`src/rtl/wide_add_seq.sv`:
```
// Sequential W-bit adder/subtractor built on one time-shared 4-bit slice.
// One nibble per cycle, carry chained through a register, start/ready/done handshake.
module wide_add_seq #(
    parameter int NSLICE = 4
) (
    input  logic                  clk,
    input  logic                  rst,
    input  logic                  start,
    input  logic                  sub,
    input  logic [4*NSLICE-1:0]   a,
    input  logic [4*NSLICE-1:0]   b,
    output logic                  ready,
    output logic                  busy,
    output logic                  done,
    output logic [4*NSLICE-1:0]   sum,
    output logic                  cout,
    output logic                  ovf
);
    localparam int W  = 4 * NSLICE;
    localparam int KW = (NSLICE > 1) ? $clog2(NSLICE) : 1;
    localparam logic [KW-1:0] K_LAST = KW'(NSLICE - 1);

    typedef enum logic [1:0] {IDLE, RUN, DONE} state_t;

    state_t          state, state_next;
    logic [W-1:0]    op_a, op_b, work, work_next;
    logic            op_sub, carry;
    logic [KW-1:0]   k;
    logic [KW+1:0]   bit_idx;
    logic [W-1:0]    a_sh, b_sh;
    logic            slice_cin;
    logic [4:0]      slice_res;
    logic            last;

    // State register only; all decoding lives in the combinational block.
    always_ff @(posedge clk) begin
        if (rst) state <= IDLE;
        else     state <= state_next;
    end

    // NOTE: every output of this block gets a default first so no latch is inferred.
    always_comb begin
        state_next = state;
        ready      = 1'b0;
        busy       = 1'b0;
        done       = 1'b0;
        case (state)
            IDLE: begin
                ready = 1'b1;
                if (start) state_next = RUN;
            end
            RUN: begin
                busy = 1'b1;
                if (last) state_next = DONE;
            end
            DONE: begin
                done       = 1'b1;
                state_next = IDLE;
            end
            default: state_next = IDLE;
        endcase
    end

    // Slice datapath: select nibble k by shifting, add, and merge back into the work word.
    always_comb begin
        bit_idx   = {k, 2'b00};
        a_sh      = op_a >> bit_idx;
        b_sh      = op_b >> bit_idx;
        slice_cin = (k == '0) ? op_sub : carry;
        slice_res = {1'b0, a_sh[3:0]} + {1'b0, b_sh[3:0]} + {4'b0000, slice_cin};
        work_next = (work & ~(W'(4'hF) << bit_idx)) | (W'(slice_res[3:0]) << bit_idx);
        last      = (k == K_LAST);
    end

    // NOTE: sequential state uses non-blocking assignments so all registers update together.
    always_ff @(posedge clk) begin
        if (rst) begin
            op_a   <= '0;
            op_b   <= '0;
            op_sub <= 1'b0;
            work   <= '0;
            carry  <= 1'b0;
            k      <= '0;
            sum    <= '0;
            cout   <= 1'b0;
            ovf    <= 1'b0;
        end else begin
            case (state)
                IDLE: begin
                    if (start) begin
                        op_a   <= a;
                        op_b   <= sub ? ~b : b;
                        op_sub <= sub;
                        work   <= '0;
                        carry  <= 1'b0;
                        k      <= '0;
                    end
                end
                RUN: begin
                    work  <= work_next;
                    carry <= slice_res[4];
                    if (last) begin
                        k    <= '0;
                        sum  <= work_next;
                        cout <= slice_res[4];
                        ovf  <= (op_a[W-1] == op_b[W-1]) && (work_next[W-1] != op_a[W-1]);
                    end else begin
                        k <= k + 1'b1;
                    end
                end
                default: ;
            endcase
        end
    end
endmodule
```
`config.mk`:
```
export PLATFORM = sky130hd
export DESIGN_NAME = wide_add_seq
export DESIGN_NICKNAME = d
export VERILOG_FILES = /design/src/rtl/wide_add_seq.sv
export SDC_FILE = /design/constraint.sdc
export NUM_CORES = 1
export LEC_CHECK = 0
export ABC_CLOCK_PERIOD_IN_PS = 3100
export CORE_MARGIN = 3
export CORE_UTILIZATION = 45
export DETAILED_ROUTE_END_ITERATION = 8
export PLACE_DENSITY = 0.7
export REMOVE_ABC_BUFFERS = 1
export SLEW_MARGIN = 20
export SYNTH_ARGS = -nofsm -noshare
export SYNTH_HDL_FRONTEND = slang
export SYNTH_SLANG_ARGS = --single-unit
```
`constraint.sdc`:
```
create_clock -name clk -period 3.1 [get_ports clk]
set_input_delay 0.93 -clock clk [delete_from_list [all_inputs] [get_ports clk]]
set_output_delay 0.93 -clock clk [all_outputs]
set_load 0.01 [all_outputs]
```
After elaboration in Yosys (flattened, before gate mapping)

Cells that the tools add are included.

Input port bits: 36
Register bits after elaboration: 72
Memories: 0
ROM bits: 0
RAM bits: 0
Bits in latches: 0
Output and inout bits: 21
Logic and storage cells: 51

Reductions and logical operators: 8
Eq/ne operators: 7
Multiply operators: 0
Magnitude comparators: 0
Shifts and indexed selects: 4
Add/sub/neg operators: 3
Mux-type cells: 15
Bitwise gates (word level): 4
Divide/modulo/power cells: 0

Operator list:

| cell                                             | number |
|---|---|
| two-way mux 16 bit                               | 2 |
| inverter 16 bit                                  | 2 |
| one-hot mux 16 bit (2 select lines)              | 1 |
| >> shifter 16 x 4 -> 4 bit                       | 2 |
| AND 16 bit                                       | 1 |
| bitwise OR 16 bit                                | 1 |
| left shift 4 x 4 -> 16 bit                       | 1 |
| left shift 4 x 4 -> 16 bit, first input constant | 1 |
| two-way mux 2 bit                                | 4 |
| one-hot mux 2 bit (2 select lines)               | 2 |
| AND reduction 2 bit                              | 4 |
| adder 4 x 4 -> 5 bit                             | 1 |
| adder 5 x 1 -> 5 bit                             | 1 |
| two-way mux 1 bit                                | 5 |
| == test 2 bit, second input constant             | 2 |
| zero test 2 bit                                  | 2 |
| != test 2 bit, second input constant             | 2 |
| adder 2 x 1 -> 2 bit, second input constant      | 1 |
| == test 2 x 1 -> 1 bit, second input constant    | 1 |
| one-hot mux 1 bit (2 select lines)               | 1 |
| nonzero test 2 bit                               | 1 |
| == test 1 bit                                    | 1 |
| logical AND 1 bit                                | 1 |
| != test 1 bit                                    | 1 |

Depth between registers and ports, before layout

Gate-level depths: netlist (run 1).

Word-level depth: 7
Gate-level depth with buffers: 10

Least setup slack after synthesis (run 1)

OpenSTA, ideal clock, no wires.

Path type: reg-to-reg
Start point: register k[0]
End point: register ovf
Clock period less this slack: 2.676 ns
Data required time: 3.012 ns
Buffers on the path: 2
Data arrival time: 2.588 ns
Library setup time: 0.088 ns
Setup slack: 0.424 ns
Cell stages (with the launch flop): 9
Path through: dfxtp_1 buf_4 mux4_2 ha_1 and3b_1 or3_1 buf_6 a31o_1 a311oi_2

Word-level cells in the longest chain between the ends: 7
Elaborated cells on any way between the ends: 15

RTL lines:

| element                                                   | line   | text |
|---|---|---|
| start: declaration                                        | 28     | `logic [KW-1:0] k;` |
| start signal: assignment                                  | 108    | `k <= k + 1'b1;` |
| >> shifter 16 x 4 -> 4 bit (tied with other cells)        | 67     | `a_sh = op_a >> bit_idx;` |
| adder 4 x 4 -> 5 bit or two-way mux 1 bit (tied branches) | 70, 69 |  |
| adder 5 x 1 -> 5 bit                                      | 70     | `slice_res = {1'b0, a_sh[3:0]} + {1'b0, b_sh[3:0]} + {4'b0000, slice_cin};` |
| left shift 4 x 4 -> 16 bit                                | 71     | `work_next = (work & ~(W'(4'hF) << bit_idx)) \| (W'(slice_res[3:0]) << bit_idx);` |
| bitwise OR 16 bit                                         | 71     |  |
| != test 1 bit                                             | 106    | `ovf <= (op_a[W-1] == op_b[W-1]) && (work_next[W-1] != op_a[W-1]);` |
| logical AND 1 bit                                         | 106    |  |
| end signal: assignment                                    | 106    |  |
| end: declaration                                          | 17     | `output logic ovf` |

Parallel ways exist; a longest one is shown, timed or not.
A chain may end at the register's enable or synchronous reset.

Worst setup path after layout (run 1)

Start point: register k[1]
End point: register work[1]

Word-level cells in the longest chain between the ends: 6
Elaborated cells on any way between the ends: 12

RTL lines:

| element                                                   | line   | text |
|---|---|---|
| >> shifter 16 x 4 -> 4 bit (tied with other cells)        | 67     |  |
| adder 4 x 4 -> 5 bit or two-way mux 1 bit (tied branches) | 70, 69 |  |
| adder 5 x 1 -> 5 bit                                      | 70     |  |
| left shift 4 x 4 -> 16 bit                                | 71     |  |
| bitwise OR 16 bit (*)                                     | 71     |  |
| one-hot mux 16 bit (2 select lines) (*)                   | 88     | `case (state)` |
| end signal: assignment                                    | 100    | `work <= work_next;` |
| end: declaration                                          | 26     | `logic [W-1:0] op_a, op_b, work, work_next;` |

Mark *: on every way between the ends. The rest lies on a longest branch, timed or not.

==> results of run 1 <==
-- tightest hold or removal path: stages, from the launching register on --
cell	delay [ns]
dfxtp_1	0.31
nand2_1	0.05
a21oi_1	0.05
-- flip-flops by register name, summed over array words and instances (netlist names) --
register  count
ovf           1
cout          1
work         12
op_a         16
op_sub        1
k             2
op_b         16
state         2
sum          16
carry         1
-- per-stage QoR --
| step | util | cells |
|---|---|---|
| floorplan | - | 332 |
| global placement | 0.574 | 476 |
| detailed placement | 0.574 | 476 |
| CTS | 0.605 | 492 |
| global route | 0.605 | 492 |
| finish | 0.605 | 492 |
-- logic make-up after synthesis --
kind of cell,share of synthesized area
multiplexers,0.0609
flip-flops,0.436
buffers and inverters,0.0561
adder cells (fa/ha/maj),0.0408
AND/OR/NAND/NOR,0.181
AO/OA/AOI/OAI,0.178
XOR/XNOR,0.0477
-- Yosys cell counts (all sizes together) --
master	number	area (sq um)
clkbuf	13	48.8
nand3b	1	7.51
ha	7	87.6
a311oi	1	15.0
nor2b	5	31.3
nand4	4	25.0
mux4	8	180
a22o	5	43.8
a21oi	41	205
nor2	42	160
a31oi	1	6.26
o21ai	4	20.0
a22oi	4	30.0
nor3	5	25.0
a31o	1	8.76
xor2	1	8.76
o22a	3	26.3
nand3	13	65.1
and2	1	6.26
and3b	1	8.76
or3	1	6.26
nand2b	3	18.8
dfxtp	68	1360
nand2	56	210
a211oi	24	180
o22ai	1	6.26
mux2i	1	10.0
xnor2	16	140
inv	10	37.5
fa	2	40.0
a21o	2	15.0
buf	16	88.8
-- power by group --
part	total, mW	internal, mW	switching [mW]	leakage, nW
sequential	0.940	0.914	0.0258	0.555
combinational	0.314	0.149	0.166	0.788
clock	0.709	0.401	0.308	0.103
total	1.96	1.46	0.499	1.45
-- metal layers --
metal / share of wire / vias to the layer above
met5: 0 / -
met3: 0.062 / 11
li1: - / 1345
met1: 0.46 / 1158
met4: 0.018 / 0
met2: 0.45 / 82
-- placed cells by master (no fill, tap or decap), types with 2 or more instances in the layout --
| cell type | synthesis | layout |
|---|---|---|
| clkbuf_8 | 0 | 14 |
| inv_1 | 10 | 10 |
| a21oi_1 | 41 | 41 |
| dfxtp_1 | 68 | 68 |
| a22o_1 | 5 | 5 |
| xnor2_1 | 16 | 16 |
| mux4_2 | 8 | 8 |
| buf_4 | 2 | 9 |
| fa_1 | 2 | 2 |
| nand2b_1 | 3 | 3 |
| nand4_1 | 4 | 4 |
| o22a_1 | 3 | 3 |
| o21ai_0 | 3 | 3 |
| nor2b_1 | 5 | 5 |
| nor2_1 | 41 | 41 |
| nor3_1 | 5 | 5 |
| a211oi_1 | 24 | 24 |
| clkdlybuf4s50_1 | 0 | 55 |
| buf_12 | 0 | 2 |
| nand2_1 | 56 | 56 |
| a22oi_1 | 4 | 4 |
| ha_1 | 7 | 7 |
| clkbuf_1 | 13 | 2 |
| a21o_1 | 2 | 2 |
| nand3_1 | 13 | 13 |
-- cell type report --
class	count	area (sq um)
timing repair buffer	67	663
multi-input combinational	254	1590
fill	603	2580
clock buffer	16	200
inverter	10	37.5
sequential	68	1360
tap	77	96.3
-- path summary, 6_finish.rpt --
kind | to | cells after the start | startpoint
worst max-delay path | work[1] | 9 | k[1]
worst max register to register | work[1] | 9 | k[1]
worst min-delay path | sum[14] | 2 | sum[14]
worst min register to register | sum[14] | 2 | sum[14]
==> qor.yml, run 1 <==
use_met1: 0.247
cp.arrival_ns: 2.97
grt_start_max_net_pins: 44
p_per_area_nw_per_um2: 497
cp_top_family: "adder cells"
rsz0062_at_grt: "no"
drt_iter0_markers: 107
antenna_found_initial: 0
cp-start-kind: "flip-flop"
dieHeight_um: 89.3
crit_buf_inv: 2
cts_hold_buf: 0
routed-via-count: 2596
n_antenna_cell: 0
period_share: 0.890
fin_crit_ns: 2.76
place_area_sq_um: 3750
die-area_sq_um: 7980
synth_area_sq_um: 3120
met2_usage: 0.303
area_growth_pct: 26.5
initial_utilization: 0.478
hold_ws_ns: 0.451
setup_violations: 0
cts_tree: "done"
ant_nets: 0
gp_congestion: 0.833
hold_path_class: "flip-flop to flip-flop"
grt_overflow: 0
maxSlewViolCount: 0
cts-root-buf: "clkbuf_8"
finalHoldViolCount: 0
drc_errors: 0
achievable-frequency_ghz: 0.363
stdcell_area_sq_um: 3950
path_max_fanout: 12
cp_cell_sequence: "inv_1 > ha_1 > mux2i_1 > fa_1 > inv_1 > fa_1 > a22oi_1 > o22a_1 > nor2_1"
clock_skew_ns: 0.00393
power.leakage_nw: 1.45
cts_resized: 0
io-pin-count: 57
dr.pass1.iters: 4
grt_pass1_vias: 2469
critical_path_class: "flip-flop to flip-flop"
clkTransAtPathRegs_ns: 0.07
grt_pass1_wl_um: 11600
cts_buffer_depth: 2
vias_per_cell: 5.28
cts_setup_buffers: 0
ys_seq_elements: 68
yosys_warnings: 0
finalWirelength_um: 6770
tightest_slew_ns: 0.653
syn_area_per_cell_sq_um: 8.65
grt_busiest_layer: "met2"
max_slew_margin: 0.565
clock_sinks: 68
ys_types: 37
core_sq_um: 6530
use_met3: 0.0498
port_buffers: 56
pre_cts_ws_ns: 0.349
status: "completed"
slowest_stage: "dfxtp_1"
finalSetupTns_ns: 0
wire_per_inst_um: 13.8
clk_latency_ns: 0.34
nets: 455
drive_gt1_frac: 0.0867
ir_drop_v: 0.000248
crit_path_end_kind: "flip-flop"
hpwl_um: 4720
cts_made_buffers: 9
grt_usage: 0.191
fp-row-count: 29
synthCells: 361
required_ns: 3.31
drv_cap: 0
cpPeakStageDelay_ns: 0.62
die_x_um: 89.3
postLayoutSetupSlackWorst_ns: 0.342
rrSetupSlack_ns: 0.34
ys_seq_area_frac: 0.436
p_total_mw: 1.96
h-tree-depth: 3
Power figures use the tool's default switching activity.
==> inputs of run 2 (changes only) <==
--- a/config.mk
+++ b/config.mk
@@ -7,10 +7,12 @@
 export LEC_CHECK = 0
 export ABC_CLOCK_PERIOD_IN_PS = 3100
 export CORE_MARGIN = 3
-export CORE_UTILIZATION = 45
+export CORE_UTILIZATION = 52
+export CTS_CLUSTER_DIAMETER = 60
 export DETAILED_ROUTE_END_ITERATION = 8
-export PLACE_DENSITY = 0.7
+export PLACE_DENSITY = 0.79
 export REMOVE_ABC_BUFFERS = 1
+export SETUP_SLACK_MARGIN = 0.05
 export SLEW_MARGIN = 20
 export SYNTH_ARGS = -nofsm -noshare
 export SYNTH_HDL_FRONTEND = slang
==> qor.yml, run 2 (synthesis results as in run 1) <==
area_growth_pct: 28.2  # was 26.5%
drive_gt1_frac: 0.0940  # was 0.0867
cp.arrival_ns: 2.94  # was 2.97 ns
rrSetupSlack_ns: 0.42  # was 0.34 ns
crit_path_end_kind: "flip-flop"  # unchanged
p_sw_frac: 0.240  # was 0.254
p_int_mw: 1.70  # was 1.46 mW
n_antenna_cell: 0  # unchanged
r2r_end: "ovf"  # was work[1]
die-area_sq_um: 6970  # was 7980 sq um
dr.pass1.iters: 4  # unchanged
clkPwrFrac: 0.438  # was 0.361
grt_pass1_vias: 2563  # was 2469
hold_path_class: "flip-flop to flip-flop"  # unchanged
routed-via-count: 2678  # was 2596
core_sq_um: 5680  # was 6530 sq um
final_common_cell: "dfxtp_1"  # unchanged
reg2regPathDepth: 6  # was 9
cts_tree: "done"  # unchanged
cts-root-buf: "clkbuf_8"  # unchanged
hold_ws_ns: 0.455  # was 0.451 ns
rr_startpoint: "k[0]"  # was k[1]
grt_pass1_wl_um: 11900  # was 11600 um
p_seq_frac: 0.424  # was 0.479
required_ns: 3.36  # was 3.31 ns
vias_per_cell: 5.50  # was 5.28
top_regs: "op_a (16), op_b (16), sum (16)"  # unchanged
p_switching_mw: 0.537  # was 0.499 mW
setup_violations: 0  # unchanged
critical_path_class: "flip-flop to flip-flop"  # unchanged
cts_buffer_depth: 2  # unchanged
clock_skew_ns: 0.00832  # was 0.00393 ns
die_x_um: 83.5  # was 89.3 um
cts_hold_buf: 0  # unchanged
nets: 455  # unchanged
fp-row-count: 27  # was 29
grt_usage: 0.211  # was 0.191
hp-start: "sum[14]"  # unchanged
initial_utilization: 0.550  # was 0.478
grt_overflow: 0  # unchanged
clk_latency_ns: 0.35  # was 0.34 ns
fin_crit_ns: 2.68  # was 2.76 ns
achievable-frequency_ghz: 0.373  # was 0.363 GHz
rsz0062_at_grt: "no"  # unchanged
hold_path_end: "sum[14]"  # unchanged
period_share: 0.865  # was 0.890
layout_common_cells: "dfxtp_1 (67), nand2_1 (56), clkdlybuf4s50_1 (55)"  # was dfxtp_1 (68), nand2_1 (56), clkdlybuf4s50_1 (55)
tightest_slew_ns: 0.665  # was 0.653 ns
drv_cap: 0  # unchanged
h-tree-depth: 3  # unchanged
p_per_area_nw_per_um2: 558  # was 497 nW/um^2
gp_congestion: 0.846  # was 0.833
cts_setup_buffers: 0  # unchanged
io-pin-count: 57  # unchanged
finalHoldViolCount: 0  # unchanged
status: "completed"  # unchanged
max_slew_margin: 0.555  # was 0.565
antenna_found_initial: 0  # unchanged
power.leakage_nw: 1.47  # was 1.45 nW
combPwrFrac: 0.138  # was 0.160
path_max_fanout: 11  # was 12
finalWirelength_um: 7030  # was 6770 um
hpwl_um: 4860  # was 4720 um
clkTransAtPathRegs_ns: 0.07  # about the same
ir_drop_v: 0.000317  # was 0.000248 V
fillCellCount: 471  # was 603
drc_errors: 0  # unchanged
cts_resized: 0  # unchanged
clock_sinks: 68  # unchanged
drt_iter0_markers: 171  # was 107
fin_util: 0.706  # was 0.605
port_buffers: 56  # unchanged
finalSetupTns_ns: 0  # unchanged
wire_per_inst_um: 14.4  # was 13.8 um
grt_start_max_net_pins: 67  # was 44
p_total_mw: 2.23  # was 1.96 mW
dieHeight_um: 83.5  # was 89.3 um
cp-start-kind: "flip-flop"  # unchanged
ant_nets: 0  # unchanged
cts_made_buffers: 9  # unchanged
holdPathStages: 2  # unchanged
maxSlewViolCount: 0  # unchanged
-- run 2: changes by cell type in the layout (fill, tap and decap cells not counted), sizes merged --
| cell | before | now |
|---|---|---|
| clkinvlp | 0 | 2 |
| bufinv | 0 | 4 |
| clkbuf | 16 | 10 |
-- run 2: through the flow --
stage / instance area, sq um / cells / worst slack, ns
global route: 4010 / 487 / 0.173
CTS: 4010 / 487 / 0.229
global placement: 3730 / 471 / 0.308
finish: 4010 / 487 / 0.419
detailed placement: 3730 / 471 / 0.249
floorplan: 2990 / 332 / 0.298
-- run 2: per-layer routing --
metal,vias up,GRT usage,part of all wire
met2,91,0.367,0.49
met1,1230,0.246,0.43
li1,1346,-,-
met3,11,0.0652,0.066
met5,-,0,0
met4,0,0.0746,0.016
-- run 2: how the worst max path moves through the flow --
stage                     from        to  cells after the start
after floorplan           k[0]       ovf                      6
after CTS                 k[0]       ovf                      6
final                     k[0]       ovf                      6
after global routing      k[1]  work[10]                     10
after detailed placement  k[0]       ovf                      6
after global placement    k[0]       ovf                      6
-- run 2: final cells by class --
class	count	area, sq um	share of cell area
clock inverters	6	135	0.0337
multi-input cells	254	1590	0.398
well taps	72	90.1	0.0225
inverters	10	37.5	0.00937
repair buffers	67	651	0.162
flip-flops and latches	68	1360	0.340
clock buffers	10	138	0.0344
-- run 2: power by group through the flow --
stage / registers (mW) / logic [mW] / clock network (mW)
after global placement: 0.964 / 0.300 / 0
final: 0.946 / 0.309 / 0.979
after detailed placement: 0.966 / 0.309 / 0
after CTS: 0.946 / 0.311 / 0.993
after floorplan: 0.956 / 0.178 / 0
after global routing: 0.951 / 0.340 / 1.03
-- run 2: worst max-delay path: stages (launching register included) --
cell,delay [ns]
dfxtp_2,0.51
mux4_2,0.55
ha_1,0.37
and3b_1,0.20
or3_1,0.48
a31o_1,0.27
a311oi_2,0.22
==> inputs of run 3 (changes only) <==
--- a/config.mk
+++ b/config.mk
@@ -6,6 +6,7 @@
 export NUM_CORES = 1
 export LEC_CHECK = 0
 export ABC_CLOCK_PERIOD_IN_PS = 3100
+export CORE_ASPECT_RATIO = 0.8
 export CORE_MARGIN = 3
 export CORE_UTILIZATION = 52
 export CTS_CLUSTER_DIAMETER = 60
==> qor.yml, run 3 (synthesis results as in run 1) <==
status: "completed"  # unchanged
hold_path_end: "sum[13]"  # was sum[14]
achievable-frequency_ghz: 0.364  # was 0.373 GHz
required_ns: 3.36  # about the same
drv_cap: 0  # unchanged
hpwl_um: 4930  # was 4860 um
fp-row-count: 24  # was 27
holdPathStages: 2  # unchanged
gp_congestion: 0.824  # was 0.846
period_share: 0.887  # was 0.865
vias_per_cell: 5.47  # was 5.50
grt_overflow: 0  # unchanged
clk_latency_ns: 0.34  # was 0.35 ns
met2_usage: 0.371  # was 0.367
clkTransAtPathRegs_ns: 0.07  # about the same
die_x_um: 92.7  # was 83.5 um
use_met1: 0.279  # was 0.246
cts-root-buf: "clkbuf_8"  # unchanged
routed-via-count: 2703  # was 2678
crit_buf_inv: 3  # was 0
dr.pass1.iters: 4  # unchanged
dieHeight_um: 75.3  # was 83.5 um
layout_common_cells: "dfxtp_1 (67), nand2_1 (56), clkdlybuf4s50_1 (55)"  # unchanged
grt_pass1_vias: 2638  # was 2563
setup_violations: 0  # unchanged
antenna_found_initial: 0  # unchanged
hp-start: "sum[13]"  # was sum[14]
tightest_slew_ns: 0.596  # was 0.665 ns
critical_path_class: "flip-flop to flip-flop"  # unchanged
area_growth_pct: 27.4  # was 28.2%
use_met3: 0.0740  # was 0.0652
fin_crit_ns: 2.75  # was 2.68 ns
path_max_fanout: 10  # was 11
r2r_end: "work[10]"  # was ovf
drive_gt1_frac: 0.0913  # was 0.0940
core_sq_um: 5620  # was 5680 sq um
slowest_stage: "dfxtp_1"  # was mux4_2
grt_pass1_wl_um: 12100  # was 11900 um
cts_tree: "done"  # unchanged
io-pin-count: 57  # unchanged
clock_sinks: 68  # unchanged
rsz0062_at_grt: "no"  # unchanged
crit_path_end_kind: "flip-flop"  # unchanged
reg2regPathDepth: 10  # was 6
ant_nets: 0  # unchanged
power.leakage_nw: 1.45  # was 1.47 nW
initial_utilization: 0.556  # was 0.550
drt_iter0_markers: 170  # was 171
finalWirelength_um: 7000  # was 7030 um
drc_errors: 0  # unchanged
grt_start_max_net_pins: 69  # was 67
cp.arrival_ns: 3.01  # was 2.94 ns
cts_made_buffers: 9  # unchanged
finalSetupTns_ns: 0  # unchanged
pre_cts_ws_ns: 0.200  # was 0.249 ns
port_buffers: 56  # unchanged
top_regs: "op_a (16), op_b (16), sum (16)"  # unchanged
h-tree-depth: 3  # unchanged
cp_top_family: "adder cells"  # was simple AND/OR/NAND/NOR gates
rrSetupSlack_ns: 0.35  # was 0.42 ns
hold_path_class: "flip-flop to flip-flop"  # unchanged
die-area_sq_um: 6980  # was 6970 sq um
ir_drop_v: 0.000349  # was 0.000317 V
fillCellCount: 422  # was 471
finalHoldViolCount: 0  # unchanged
grt_usage: 0.220  # was 0.211
cp_cell_sequence: "buf_4 > mux4_2 > inv_1 > fa_1 > inv_1 > fa_1 > xor2_1 > a22o_1 > nand2_1 > a21oi_1"  # was mux4_2 > ha_1 > and3b_1 > or3_1 > a31o_1 > a311oi_2
cts_buffer_depth: 2  # unchanged
p_per_area_nw_per_um2: 517  # was 558 nW/um^2
max_slew_margin: 0.601  # was 0.555
clock_skew_ns: 0.00773  # was 0.00832 ns
postLayoutSetupSlackWorst_ns: 0.351  # was 0.419 ns
cpPeakStageDelay_ns: 0.55  # about the same
wire_per_inst_um: 14.2  # was 14.4 um
n_antenna_cell: 0  # unchanged
nets: 456  # was 455
grt_busiest_layer: "met2"  # unchanged
rr_startpoint: "k[1]"  # was k[0]
final_common_cell: "dfxtp_1"  # unchanged
maxSlewViolCount: 0  # unchanged
cp-start-kind: "flip-flop"  # unchanged
==> run 3: cell types whose count changed in the layout (fill, tap and decap cells not counted), sizes merged <==
cell | before | now
buf | 12 | 13
clkinv | 0 | 1
clkinvlp | 2 | 1
bufinv | 4 | 2
clkbuf | 10 | 12
==> run 3: how the worst max path moves through the flow <==
| stage | cells past startpoint | from | endpoint |
|---|---|---|---|
| global route | 10 | k[1] | work[10] |
| floorplan | 6 | k[0] | ovf |
| global placement | 6 | k[0] | ovf |
| detailed placement | 9 | k[0] | work[10] |
| CTS | 9 | k[0] | work[10] |
| finish | 10 | k[1] | work[10] |
==> run 3: power by group <==
part           switching (mW)  total (mW)  internal [mW]
clock                   0.320       0.795          0.474
combinational           0.169       0.319          0.150
sequential             0.0287       0.943          0.914
==> run 3: through the flow <==
stage               instances  total power, mW  hold slack (ns)  instance area, sq um   util
detailed placement        478             1.28            0.446                  3760  0.670
global route              494             2.14            0.469                  3980  0.709
finish                    494             2.06            0.452                  3980  0.709
floorplan                 332             1.13            0.427                  2990      -
global placement          478             1.27            0.443                  3760  0.670
CTS                       494             2.07            0.456                  3980  0.708
==> run 3: per-layer routing <==
layer,up-vias,wire length [um]
met1,1258,3090
met4,0,66
met3,7,567
met5,-,0
li1,1348,-
met2,90,3280
==> run 3: worst reg2reg max path, stage by stage (launching register included) <==
cell and delay (ns):
dfxtp_1 0.55, buf_4 0.24, mux4_2 0.31, inv_1 0.09, fa_1 0.19, inv_1 0.06, fa_1 0.39, xor2_1 0.40
a22o_1 0.22, nand2_1 0.07, a21oi_1 0.16
==> run 3: layout make-up <==
type                            count  area (sq um)  share of cell area
Inverter                           10          37.5             0.00943
Tap cell                           78          97.6              0.0245
Sequential cell                    68          1360               0.342
Multi-Input combinational cell    254          1590               0.400
Clock buffer                       12           145              0.0365
Clock inverter                      4          72.6              0.0182
Timing Repair Buffer               68           671               0.169
==> run 3: what timing repair did <==
| item | 4_1_cts | 5_1_grt |
|---|---|---|
| setup endpoints to repair | 0 | 5 |
| hold buffers | 0 | 0 |
| hold endpoints to repair | 0 | 0 |
| buffers inserted | 0 | 0 |
| gates resized for setup | 0 | 1 |
